**config.mk**
```make
export PLATFORM = sky130hd
export DESIGN_NAME = locked_register_bank
export DESIGN_NICKNAME = d
export VERILOG_FILES = /design/src/rtl/locked_reg_pkg.sv /design/src/rtl/locked_reg_cell.sv /design/src/rtl/locked_register_bank.sv
export SDC_FILE = /design/constraint.sdc
export NUM_CORES = 1
export LEC_CHECK = 0
export CAP_MARGIN = 20
export CELL_PAD_IN_SITES_DETAIL_PLACEMENT = 0
export CELL_PAD_IN_SITES_GLOBAL_PLACEMENT = 2
export CORE_MARGIN = 2
export CORE_UTILIZATION = 40
export CTS_BUF_LIST = sky130_fd_sc_hd__clkbuf_8
export DETAILED_ROUTE_END_ITERATION = 10
export PLACE_DENSITY = 0.87
export SETUP_SLACK_MARGIN = 0.5
export SYNTH_ARGS = -nofsm -noshare
export SYNTH_HDL_FRONTEND = slang
export SYNTH_SLANG_ARGS = --single-unit
export TNS_END_PERCENT = 100
```
**constraint.sdc**
```tcl
create_clock -name Clk -period 3 [get_ports Clk]
set_clock_uncertainty 0.2 [all_clocks]
set_input_delay 0.3 -clock Clk [delete_from_list [all_inputs] [get_ports Clk]]
set_output_delay 0.3 -clock Clk [all_outputs]
set_load 0.01 [all_outputs]
```
**src/rtl/locked_reg_pkg.sv**
```systemverilog
// locked_reg_pkg: shared reject-reason encoding and write-enable rule for the locked register bank
package locked_reg_pkg;
  typedef enum logic [1:0] {ERR_NONE, ERR_LOCKED, ERR_SCAN, ERR_RANGE} err_e;
  function automatic logic wr_ok(input logic locked, input logic scan, input logic dbg, input logic mask);
    return !scan && (!locked || (mask && dbg));
  endfunction
endpackage

```
**src/rtl/locked_reg_cell.sv**
```systemverilog
// locked_reg_cell: one bank entry with a sticky lock flop and a guarded data register
module locked_reg_cell
  import locked_reg_pkg::*;
#(
  parameter int                DATA_W    = 16,
  parameter logic [DATA_W-1:0] RESET_VAL = '0,
  parameter bit                DBG_EN    = 1'b0
) (
  input  logic              clk,
  input  logic              rst_n,
  input  logic              i_sel,
  input  logic              i_lock_req,
  input  logic              i_scan,
  input  logic              i_dbg,
  input  logic [DATA_W-1:0] i_data,
  output logic              o_we,
  output logic              o_locked,
  output logic [DATA_W-1:0] o_data
);
  logic              r_lock;
  logic [DATA_W-1:0] r_data;
  logic              w_lock_eff;
  // a same-cycle lock request already counts as locked, so it beats a concurrent write
  assign w_lock_eff = r_lock | i_lock_req;
  assign o_we       = i_sel && wr_ok(w_lock_eff, i_scan, i_dbg, DBG_EN);
  assign o_locked   = r_lock;
  assign o_data     = r_data;
  always_ff @(posedge clk or negedge rst_n)
    if (!rst_n) begin
      r_lock <= 1'b0;
      r_data <= RESET_VAL;
    end else begin
      r_lock <= w_lock_eff;
      if (o_we) r_data <= i_data;
    end
endmodule

```
**src/rtl/locked_register_bank.sv**
```systemverilog
// locked_register_bank: bank of lockable config registers; rejected writes pulse write_err and
// bump a saturating violation counter
module locked_register_bank
  import locked_reg_pkg::*;
#(
  parameter int                  DATA_W    = 16,
  parameter int                  NUM_REGS  = 4,
  parameter int                  ADDR_W    = 2,
  parameter logic [DATA_W-1:0]   RESET_VAL = '0,
  parameter logic [NUM_REGS-1:0] DBG_MASK  = '0,
  parameter int                  CNT_W     = 8
) (
  input  logic                Clk,
  input  logic                resetn,
  input  logic                write,
  input  logic [ADDR_W-1:0]   wr_addr,
  input  logic [DATA_W-1:0]   Data_in,
  input  logic [NUM_REGS-1:0] Lock,
  input  logic                scan_mode,
  input  logic                debug_unlocked,
  input  logic [ADDR_W-1:0]   rd_addr,
  output logic [DATA_W-1:0]   Data_out,
  output logic [NUM_REGS-1:0] lock_status,
  output logic                write_err,
  output logic [CNT_W-1:0]    viol_count
);
  logic [NUM_REGS-1:0] w_sel, w_we;
  logic [DATA_W-1:0]   w_q [NUM_REGS];
  logic [DATA_W-1:0]   w_rd;
  logic                w_reject;
  err_e                w_reason;
  logic [DATA_W-1:0]   r_dout;
  logic                r_err;
  logic [CNT_W-1:0]    r_cnt;
  for (genvar i = 0; i < NUM_REGS; i++) begin : g_cell
    assign w_sel[i] = write && (wr_addr == ADDR_W'(i));
    locked_reg_cell #(
      .DATA_W   (DATA_W),
      .RESET_VAL(RESET_VAL),
      .DBG_EN   (DBG_MASK[i])
    ) u_cell (
      .clk       (Clk),
      .rst_n     (resetn),
      .i_sel     (w_sel[i]),
      .i_lock_req(Lock[i]),
      .i_scan    (scan_mode),
      .i_dbg     (debug_unlocked),
      .i_data    (Data_in),
      .o_we      (w_we[i]),
      .o_locked  (lock_status[i]),
      .o_data    (w_q[i])
    );
  end
  // no selected cell means the address is outside the bank
  assign w_reason = !write         ? ERR_NONE  :
                    !(|w_sel)      ? ERR_RANGE :
                    scan_mode      ? ERR_SCAN  :
                    !(|w_we)       ? ERR_LOCKED : ERR_NONE;
  assign w_reject = (w_reason != ERR_NONE);
  always_comb begin
    w_rd = '0;
    for (int k = 0; k < NUM_REGS; k++)
      if (rd_addr == ADDR_W'(k)) w_rd = w_q[k];
  end
  always_ff @(posedge Clk or negedge resetn)
    if (!resetn) begin
      r_dout <= RESET_VAL;
      r_err  <= 1'b0;
      r_cnt  <= '0;
    end else begin
      r_dout <= w_rd;
      r_err  <= w_reject;
      if (w_reject && !(&r_cnt)) r_cnt <= r_cnt + CNT_W'(1);
    end
  always_ff @(posedge Clk)
    if (resetn) assert ($onehot0(w_we) && !(scan_mode && |w_we) && !(w_reject && |w_we));
  assign Data_out   = r_dout;
  assign write_err  = r_err;
  assign viol_count = r_cnt;
endmodule

```
======== After elaboration in Yosys (flattened, before gate mapping) ========
Index checks and enable logic that the tools add are counted.
storage, ports and cells
  logic and storage cells ................. 55
  output and inout port bits .............. 29
  register bits after elaboration ......... 93
cells by class
  add/subtract/negate cells ............... 1
  eq/ne operators ......................... 6
  bitwise logic cells ..................... 4
  muxes and demuxes ....................... 8
  reductions and logical operators ........ 25
operators by type and width
  kind                   count
  $mux W16               4
  $logic_and A1 B1 Y1    13
  $add A8 B1 Y8 const B  1
  $eq A2 B2 Y1 const B   4
  $reduce_and A8 Y1      1
  $reduce_or A4 Y1       2
  $logic_not A1 Y1       6
  $mux W2                3
  $eq A2 B1 Y1 const B   2
  $logic_not A2 Y1       2
  $or A1 B1 Y1           4
  $reduce_bool A2 Y1     1
  $mux W1                1

======== Longest topological paths before layout ========
Gate-level depths: netlist of run 1.
  depth in word-level cells ............... 11
  gate-level depth with buffers ........... 6
  depth with buffers taken out ............ 6

======== Hierarchy ========
Synthesis of run 1 repeated with hierarchy kept, for this count alone.
unflattened totals
  cells, all modules ...................... 226
  area total of the unflattened synthesis .. 3838.7 um^2
modules (own cells, without submodules)
  module                area an instance (um^2)  cells an instance  instances  sequential area each (um^2)
  locked_reg_cell       646.9                    36                 4          425.4
  locked_register_bank  1251.2                   82                 1          625.6

======== Worst setup path before layout of run 1 ========
Ideal clock, no wire load.
  path kind ............................... reg-to-reg
  from .................................... reg g_cell[2].u_cell.r_lock
  to ...................................... reg r_cnt[6] (netlist: viol_count[6])
  data required time ...................... 2675 ps
  path buffers ............................ 1
  setup slack ............................. 849 ps
  arrival ................................. 1826 ps
  stages on the path, launching flop included .. 7
  cells stage by stage .................... dfrtp_1 -> or4b_1 -> or3b_1 -> buf_6 -> nand3_2 -> nor4_1 -> mux2_4
on the way
  word-level cells in the longest chain between the ends .. 11
RTL lines
  item                    line                        text
  from (decl)             locked_reg_cell.sv:20       logic r_lock;
  from (signal assigned)  locked_reg_cell.sv:33       r_lock <= w_lock_eff;
  $or A1 B1 Y1            locked_reg_cell.sv:24       assign w_lock_eff = r_lock | i_lock_req;
  $logic_not A1 Y1        locked_reg_pkg.sv:5         return !scan && (!locked || (mask && dbg));
  $logic_and A1 B1 Y1     locked_reg_pkg.sv:5
  $logic_and A1 B1 Y1     locked_reg_cell.sv:25       assign o_we = i_sel && wr_ok(w_lock_eff, i_scan, i_dbg, DBG_EN);
  $reduce_or A4 Y1        locked_register_bank.sv:58  !(|w_we) ? ERR_LOCKED : ERR_NONE;
  $mux W1                 locked_register_bank.sv:58
  $mux W2                 locked_register_bank.sv:57  scan_mode ? ERR_SCAN :
  $mux W2                 locked_register_bank.sv:56  !(|w_sel) ? ERR_RANGE :
  $mux W2                 locked_register_bank.sv:55  assign w_reason = !write ? ERR_NONE :
  $reduce_bool A2 Y1      locked_register_bank.sv:59  assign w_reject = (w_reason != ERR_NONE);
  $logic_and A1 B1 Y1     locked_register_bank.sv:73  if (w_reject && !(&r_cnt)) r_cnt <= r_cnt + CNT_W'(1);
  to (signal assigned)    locked_register_bank.sv:73
  to (decl)               locked_register_bank.sv:34  logic [CNT_W-1:0] r_cnt;
Every way passes these cells.
A chain may end at the register's enable or synchronous reset.

======== Final worst setup path of run 1 ========
  from .................................... in scan_mode
  to ...................................... reg g_cell[0].u_cell.r_data[5]
on the way
  word-level cells in the longest chain between the ends .. 3
RTL lines
  item                  line                        text
  from (decl)           locked_register_bank.sv:19  input logic scan_mode,
  $logic_not A1 Y1      locked_reg_pkg.sv:5
  $logic_and A1 B1 Y1   locked_reg_pkg.sv:5
  $logic_and A1 B1 Y1   locked_reg_cell.sv:25
  to (signal assigned)  locked_reg_cell.sv:34       if (o_we) r_data <= i_data;
  to (decl)             locked_reg_cell.sv:21       logic [DATA_W-1:0] r_data;
Every way passes these cells.

==> metrics, run 1 <==
status=completed; unique cell type count in the Yosys netlist=34; Worst Path Max Fanout=16; Avg Cell Area, Syn=between 15 and 20 um2; predominant post-synthesis flop cell=dfrtp_1; layout cells sized above 1=between 30% and 40%; CTS clk-pin slew, worst paths=0.09 ns; DPL Wire Length=between 4000 and 5000 um; FMAX=~440 MHz; grt total ovfl=0; Static Leak=between 2 and 2.5 nW; drt drc=0; Critical Path Max Stage Delay=around 0.90 ns; worst reg2reg startpoint=g_cell[0].u_cell.o_locked$_DFF_PN0_; drt pass-1 iters=4; area growth from synthesis to layout=25.2%; Crit. Startpoint=scan_mode; via count=between 2000 and 2500; fin crit period=about 2.3 ns; Post-synth EDFFs=0; max cap viols=0; vias in the first global route=between 2000 and 2500; Final Util=between 50 and 60%; worst reg-to-reg setup slack=about 0.77 ns; Routed WL per cell=~16 um; final-report hold violation count=0; die area=between 10000 and 15000 um2; Rows=35; WP data required=between 3 and 4 ns; Clk Latency, worst-skew pair=around 0.35 ns; mean number of vias per cell=about 5.0; CTS Sinks=93; Global Route Usage Sum=14.4%; async set-reset flop share out of synthesis=100%; Post-Synthesis Cell Area=approximately 3800 um2; post-synth top area share=roughly three fifths; Syn Nets=259; Post-DRT Antenna Nets=0; first-pass GRT wire length=between 10000 and 15000 um; clock root cell=clkbuf_8; sequential share of the synthesized area=roughly three fifths; Ys Warns=0; Final #Nets=~320; Slew @ Worst Pin=0.660 ns; Port Buffers=56; clk buf depth=2; DR iter-0 viols=82; crit path capture type=flip-flop; unrepaired setup endpoints after global routing=false; placer congestion estimate=between 0.7 and 0.8; crit share post-route=75.2%; die height=102 um; critical path class=in2reg; TritonCTS clock tree=done; R2R cell count=3; Post-Synthesis Cells=around 230; Worst setup SP type=input pin; total negative setup slack=0 ns; Initial Util=between 40 and 50%; maximum VDD drop=about 0.42 mV; reg2reg end=g_cell[0].u_cell.o_data[5]$_DFFE_PN0P_; H-tree Lvls=3; IO Count=58; total core area=around 9000 um2; max-slew violations=0; WP data arrival=2.30 ns; FF+latch count, synth=93; cts hold-fix bufs=1; chip width=roughly 100 um; Rel. slew slack=a little under three fifths; most area-consuming cells after synthesis=dfrtp_1 61%, mux2_2 19%, mux4_2 9.4%; Final setup viols=0; Setup Fix Bufs, Post-CTS=0; DRT Wirelength=between 6000 and 7000 um; ant diodes=0; most frequent cell after synthesis=dfrtp_1; post-synth top area cell=dfrtp_1; largest net degree at the start of global routing=52; CP max-delay cell=or4b_2; Num CTS Buffers=9; post_cts resized=0; top cells by count, synth=93 x dfrtp_1, 64 x mux2_2, 16 x mux4_2; initial antenna violation count=0; Pwr Density=592 nW/um2; Hold Crit Class=in2async; critical-path cell list=clkdlybuf4s50_1 -> and2b_1 -> or4b_2 -> mux2_2
-- how the worst max path moves through the flow --
| stage | cells after the start | endpoint | slack [ns] |
|---|---|---|---|
| 3_3_place_gp | 4 | g_cell[0].u_cell.o_data[14]$_DFFE_PN0P_ | 0.37 |
| 6_report | 4 | g_cell[0].u_cell.o_data[5]$_DFFE_PN0P_ | 0.75 |
| 4_1_cts | 4 | g_cell[0].u_cell.o_data[5]$_DFFE_PN0P_ | 0.74 |
| 3_5_place_dp | 4 | g_cell[0].u_cell.o_data[5]$_DFFE_PN0P_ | 0.36 |
| 2_1_floorplan | 6 | viol_count[6]$_DFFE_PN0P_ | 0.85 |
| 5_1_grt | 4 | g_cell[0].u_cell.o_data[11]$_DFFE_PN0P_ | 0.69 |
-- area by class of cell --
class	count	area [um2]
Timing Repair Buffer	64	633
Clock buffer	9	124
Fill cell	766	4460
Tap cell	129	161
Multi-Input combinational cell	121	1390
Sequential cell	93	2330
Clock inverter	7	145
-- sequential cells by signal, indices dropped and copies added (netlist names) --
name and cells:
write_err 1, g_cell.u_cell.o_data 64, viol_count 8, Data_out 16
g_cell.u_cell.o_locked 4
-- per-stage QoR --
step                      setup WS, ns  power, mW  hold slack (ns)  instances  area [um2]
after CTS                        0.742       2.87            0.279        423        4780
after global placement           0.373       1.76            0.119        406        4500
final                            0.745       2.83            0.263        423        4780
after floorplan                  0.849       1.56           -0.196        229        3820
after global routing             0.691       2.96            0.305        423        4780
after detailed placement         0.360       1.77            0.125        406        4500
-- cells by family after synthesis --
group | Yosys count | synth area share [%]
flops | 93 | 60.9
mux | 82 | 29.0
simple gates | 30 | 5.31
buf+inv | 15 | 2.69
xor+xnor | 6 | 1.38
compound gates | 2 | 0.360
fa+ha+maj | 1 | 0.328
-- placed cells by master, fill, tap and decap left out, drive strengths merged, types with 2 or more instances in the layout --
| cell type | count |
|---|---|
| bufinv | 4 |
| or4b | 2 |
| nor4 | 2 |
| inv | 2 |
| or2 | 4 |
| mux2 | 66 |
| mux4 | 16 |
| nand4 | 3 |
| buf | 8 |
| nand3 | 4 |
| xor2 | 2 |
| clkbuf | 9 |
| xnor2 | 4 |
| clkdlybuf4s50 | 55 |
| nand2b | 2 |
| dfrtp | 93 |
| nor2 | 2 |
| nand2 | 4 |
-- critical path, delay by kind of cell --
family	cells	cell delay [ns]
simple gates	2	1.16
mux	1	0.38
buf+inv	1	0.46
-- power by group --
group	internal, mW	switching, mW
clock network	0.644	0.446
logic	0.203	0.139
registers	1.32	0.0745
-- per-layer routing --
| metal | vias to the layer above | GRT usage [%] | wire, um |
|---|---|---|---|
| li1 | 954 | - | - |
| met1 | 1102 | 18.4 | 2880 |
| met2 | 31 | 23.8 | 3610 |
| met3 | 8 | 3.24 | 202 |
| met4 | 0 | 6.13 | 95 |
| met5 | - | 0 | 0 |
(Power assumes the default switching activity.)
==> run 2: changes to the inputs <==
- CORE_UTILIZATION: 40 -> 36
- PLACE_DENSITY: 0.87 -> 0.83
- clock period: 3 -> 1.9 ns (I/O delays scaled with it)
==> run 2 against run 1 <==
The run now ends with negative setup slack left. Die area increased by 11%. Critical path depth increased by 1. Design area increased by 13%. Hold slack got worse by 0.21 ns. Largest power group unchanged.
==> metrics, run 2 (synthesis results as in run 1) <==
commonest non-fill, non-tap cell in the layout=dfrtp_1; H-tree Lvls=3 (unchanged); Global Route Usage Sum=15.9% (+1.5 points); critical path class=reg2reg; mean number of vias per cell=4.87 (-1.8%); fin area=5420 um2 (+13%); clock root cell=clkbuf_8; maximum VDD drop=0.692 mV (+65%); Routed WL per cell=17.8 um (+11%); grt total ovfl=0 (unchanged); switch share=26.3% (+3.0 points); chip width=107 um (+5.2%); ant diodes=0 (unchanged); Placed Cells incl. Taps=431 (+6.2%); layout cells sized above 1=55.1% (+17 points); CTS Sinks=93 (unchanged); fin crit period=2.06 ns; Worst setup SP type=flip-flop; clock share of power=30.0% (-8.5 points); DPL Wire Length=4870 um (+9.7%); most frequent cells in the layout=92 x dfrtp_1, 48 x mux2_2, 36 x buf_6, 22 x clkdlybuf4s50_1, 17 x mux2_4; Final #Nets=359 (+13%); FMAX=between 400 and 500 MHz; final-report hold violation count=0 (unchanged); CP max-delay cell=or4b_4; die height=107 um (+5.2%); max cap viols=0 (unchanged); TritonCTS clock tree=done; area growth from synthesis to layout=42.0%; Rel. slew slack=71.2% (+15 points); sequential share of power=48.3% (-1.1 points); Final setup viols=43 (+43); Layout Cells excl Fill=470 (+11%); largest net degree at the start of global routing=51 (-1.9%); Port Buffers=56 (unchanged); final worst slack=-0.157 ns (-0.903 ns); total negative setup slack=-2.88 ns (-2.88 ns); critical-path cell list=or4b_4 -> or3b_4 -> nand3_4 -> nor4_4 -> mux2_4; Rows=37 (+5.7%); CTS clk-pin slew, worst paths=0.10 ns (about the same); fillers=845 (+10%); Logic pwr share=21.7% (+9.6 points); max FFs per register=64 (unchanged); Hold Crit Class=in2async; CP top delay family=simple AND/OR/NAND/NOR gates; placer congestion estimate=0.735 (+3.4%); Static Leak=2.62 nW (+18%); die area=11400 um2 (+11%); Critical Path Max Stage Delay=0.49 ns (-0.41 ns); via count=2287 (+9.2%); total core area=10300 um2 (+12%); crit path capture type=flip-flop; drt pass-1 iters=3 (-1); crit share post-route=108%; WP data arrival=2.10 ns (-0.20 ns); Placed Area=4730 um2 (+5.2%); Worst Path Max Fanout=3 (-13); Pwr Density=828 nW/um2 (+40%); net switching power=1.18 mW (+79%); max-slew violations=0 (unchanged); initial antenna violation count=0 (unchanged); WP data required=1.94 ns (-1.10 ns); unrepaired setup endpoints after global routing=true; clk buf depth=2 (unchanged); IO Count=58 (unchanged); Clk Latency, worst-skew pair=0.35 ns (about the same); DR iter-0 viols=58 (-29%); P_int=3.31 mW (+52%); drt drc=0 (unchanged); Buf/Inv on CP=0 (-1); Initial Util=37.0% (-4.3 points); vias in the first global route=2576 (+16%); first-pass GRT wire length=13700 um (+22%); Slew @ Worst Pin=0.430 ns (-0.230 ns); Post-DRT Antenna Nets=0 (unchanged); status=complete, but fails checks; failing checks=negative setup slack; Num CTS Buffers=9 (unchanged); DRT Wirelength=8360 um (+23%)
==> run 2: changes by cell type in the layout (fill, tap and decap cells not counted), moves of 4 or more <==
| cell | before | now |
|---|---|---|
| buf_12 | 1 | 5 |
| clkdlybuf4s50_1 | 55 | 22 |
| buf_4 | 7 | 14 |
| buf_6 | 0 | 36 |
| mux2_2 | 64 | 48 |
| clkdlybuf4s15_1 | 0 | 15 |
| mux2_4 | 1 | 17 |
==> run 2: what timing repair did <==
item,in CTS,in global routing
endpoints found under the setup margin,104,91
endpoints found under the hold margin,93,0
gates cloned,4,0
gates resized for setup,147,19
hold buffers,1,0
pin swaps,9,8
setup buffers,11,7
==> run 2: metrics by stage <==
stage / hold WS [ns] / util (%) / total power [mW] / setup slack [ns]
after detailed placement: -0.108 / 45.9 / 2.95 / -0.538
after global placement: -0.107 / 45.9 / 2.93 / -0.493
final: 0.0533 / 52.5 / 4.49 / -0.157
after global routing: 0.0602 / 52.5 / 4.71 / -0.190
after CTS: 0.0469 / 51.5 / 4.47 / -0.162
after floorplan: -0.306 / - / 2.47 / -0.164
==> run 2: metal layers <==
metal / vias to the layer above / wire length (um) / track usage [%]
li1: 1039 / - / -
met5: - / 0 / 0
met3: 8 / 263 / 2.67
met4: 0 / 89 / 5.29
met2: 38 / 4420 / 27.0
met1: 1202 / 3590 / 20.9
==> run 2: final timing paths <==
path	start	endpoint	slack, ns	depth (start not counted)
setup / recovery	g_cell[2].u_cell.o_locked$_DFF_PN0_	viol_count[6]$_DFFE_PN0P_	-0.16	5
hold / removal	resetn	g_cell[1].u_cell.o_data[13]$_DFFE_PN0P_	0.05	2
setup reg to reg	g_cell[2].u_cell.o_locked$_DFF_PN0_	viol_count[6]$_DFFE_PN0P_	-0.16	5
hold reg to reg	g_cell[3].u_cell.o_data[7]$_DFFE_PN0P_	g_cell[3].u_cell.o_data[7]$_DFFE_PN0P_	0.31	1
max in group asynchronous	resetn	g_cell[0].u_cell.o_data[6]$_DFFE_PN0P_	0.83	3
min in group Clk	scan_mode	write_err$_DFF_PN0_	0.17	4
==> run 2: cell type report <==
cell class / instances / area, um2 / area share (%)
Clock buffer: 9 / 124 / 2.28
Clock inverter: 7 / 80.1 / 1.48
Multi-Input combinational cell: 123 / 1600 / 29.6
Sequential cell: 93 / 2330 / 42.9
Tap cell: 136 / 170 / 3.14
Timing Repair Buffer: 102 / 1110 / 20.6
==> run 2: power groups by stage <==
| stage | sequential (mW) | combinational (mW) | clock [mW] |
|---|---|---|---|
| floorplan | 2.26 | 0.212 | 0 |
| global placement | 2.19 | 0.739 | 0 |
| detailed placement | 2.20 | 0.749 | 0 |
| CTS | 2.16 | 0.921 | 1.39 |
| global route | 2.18 | 1.06 | 1.47 |
| finish | 2.17 | 0.974 | 1.35 |
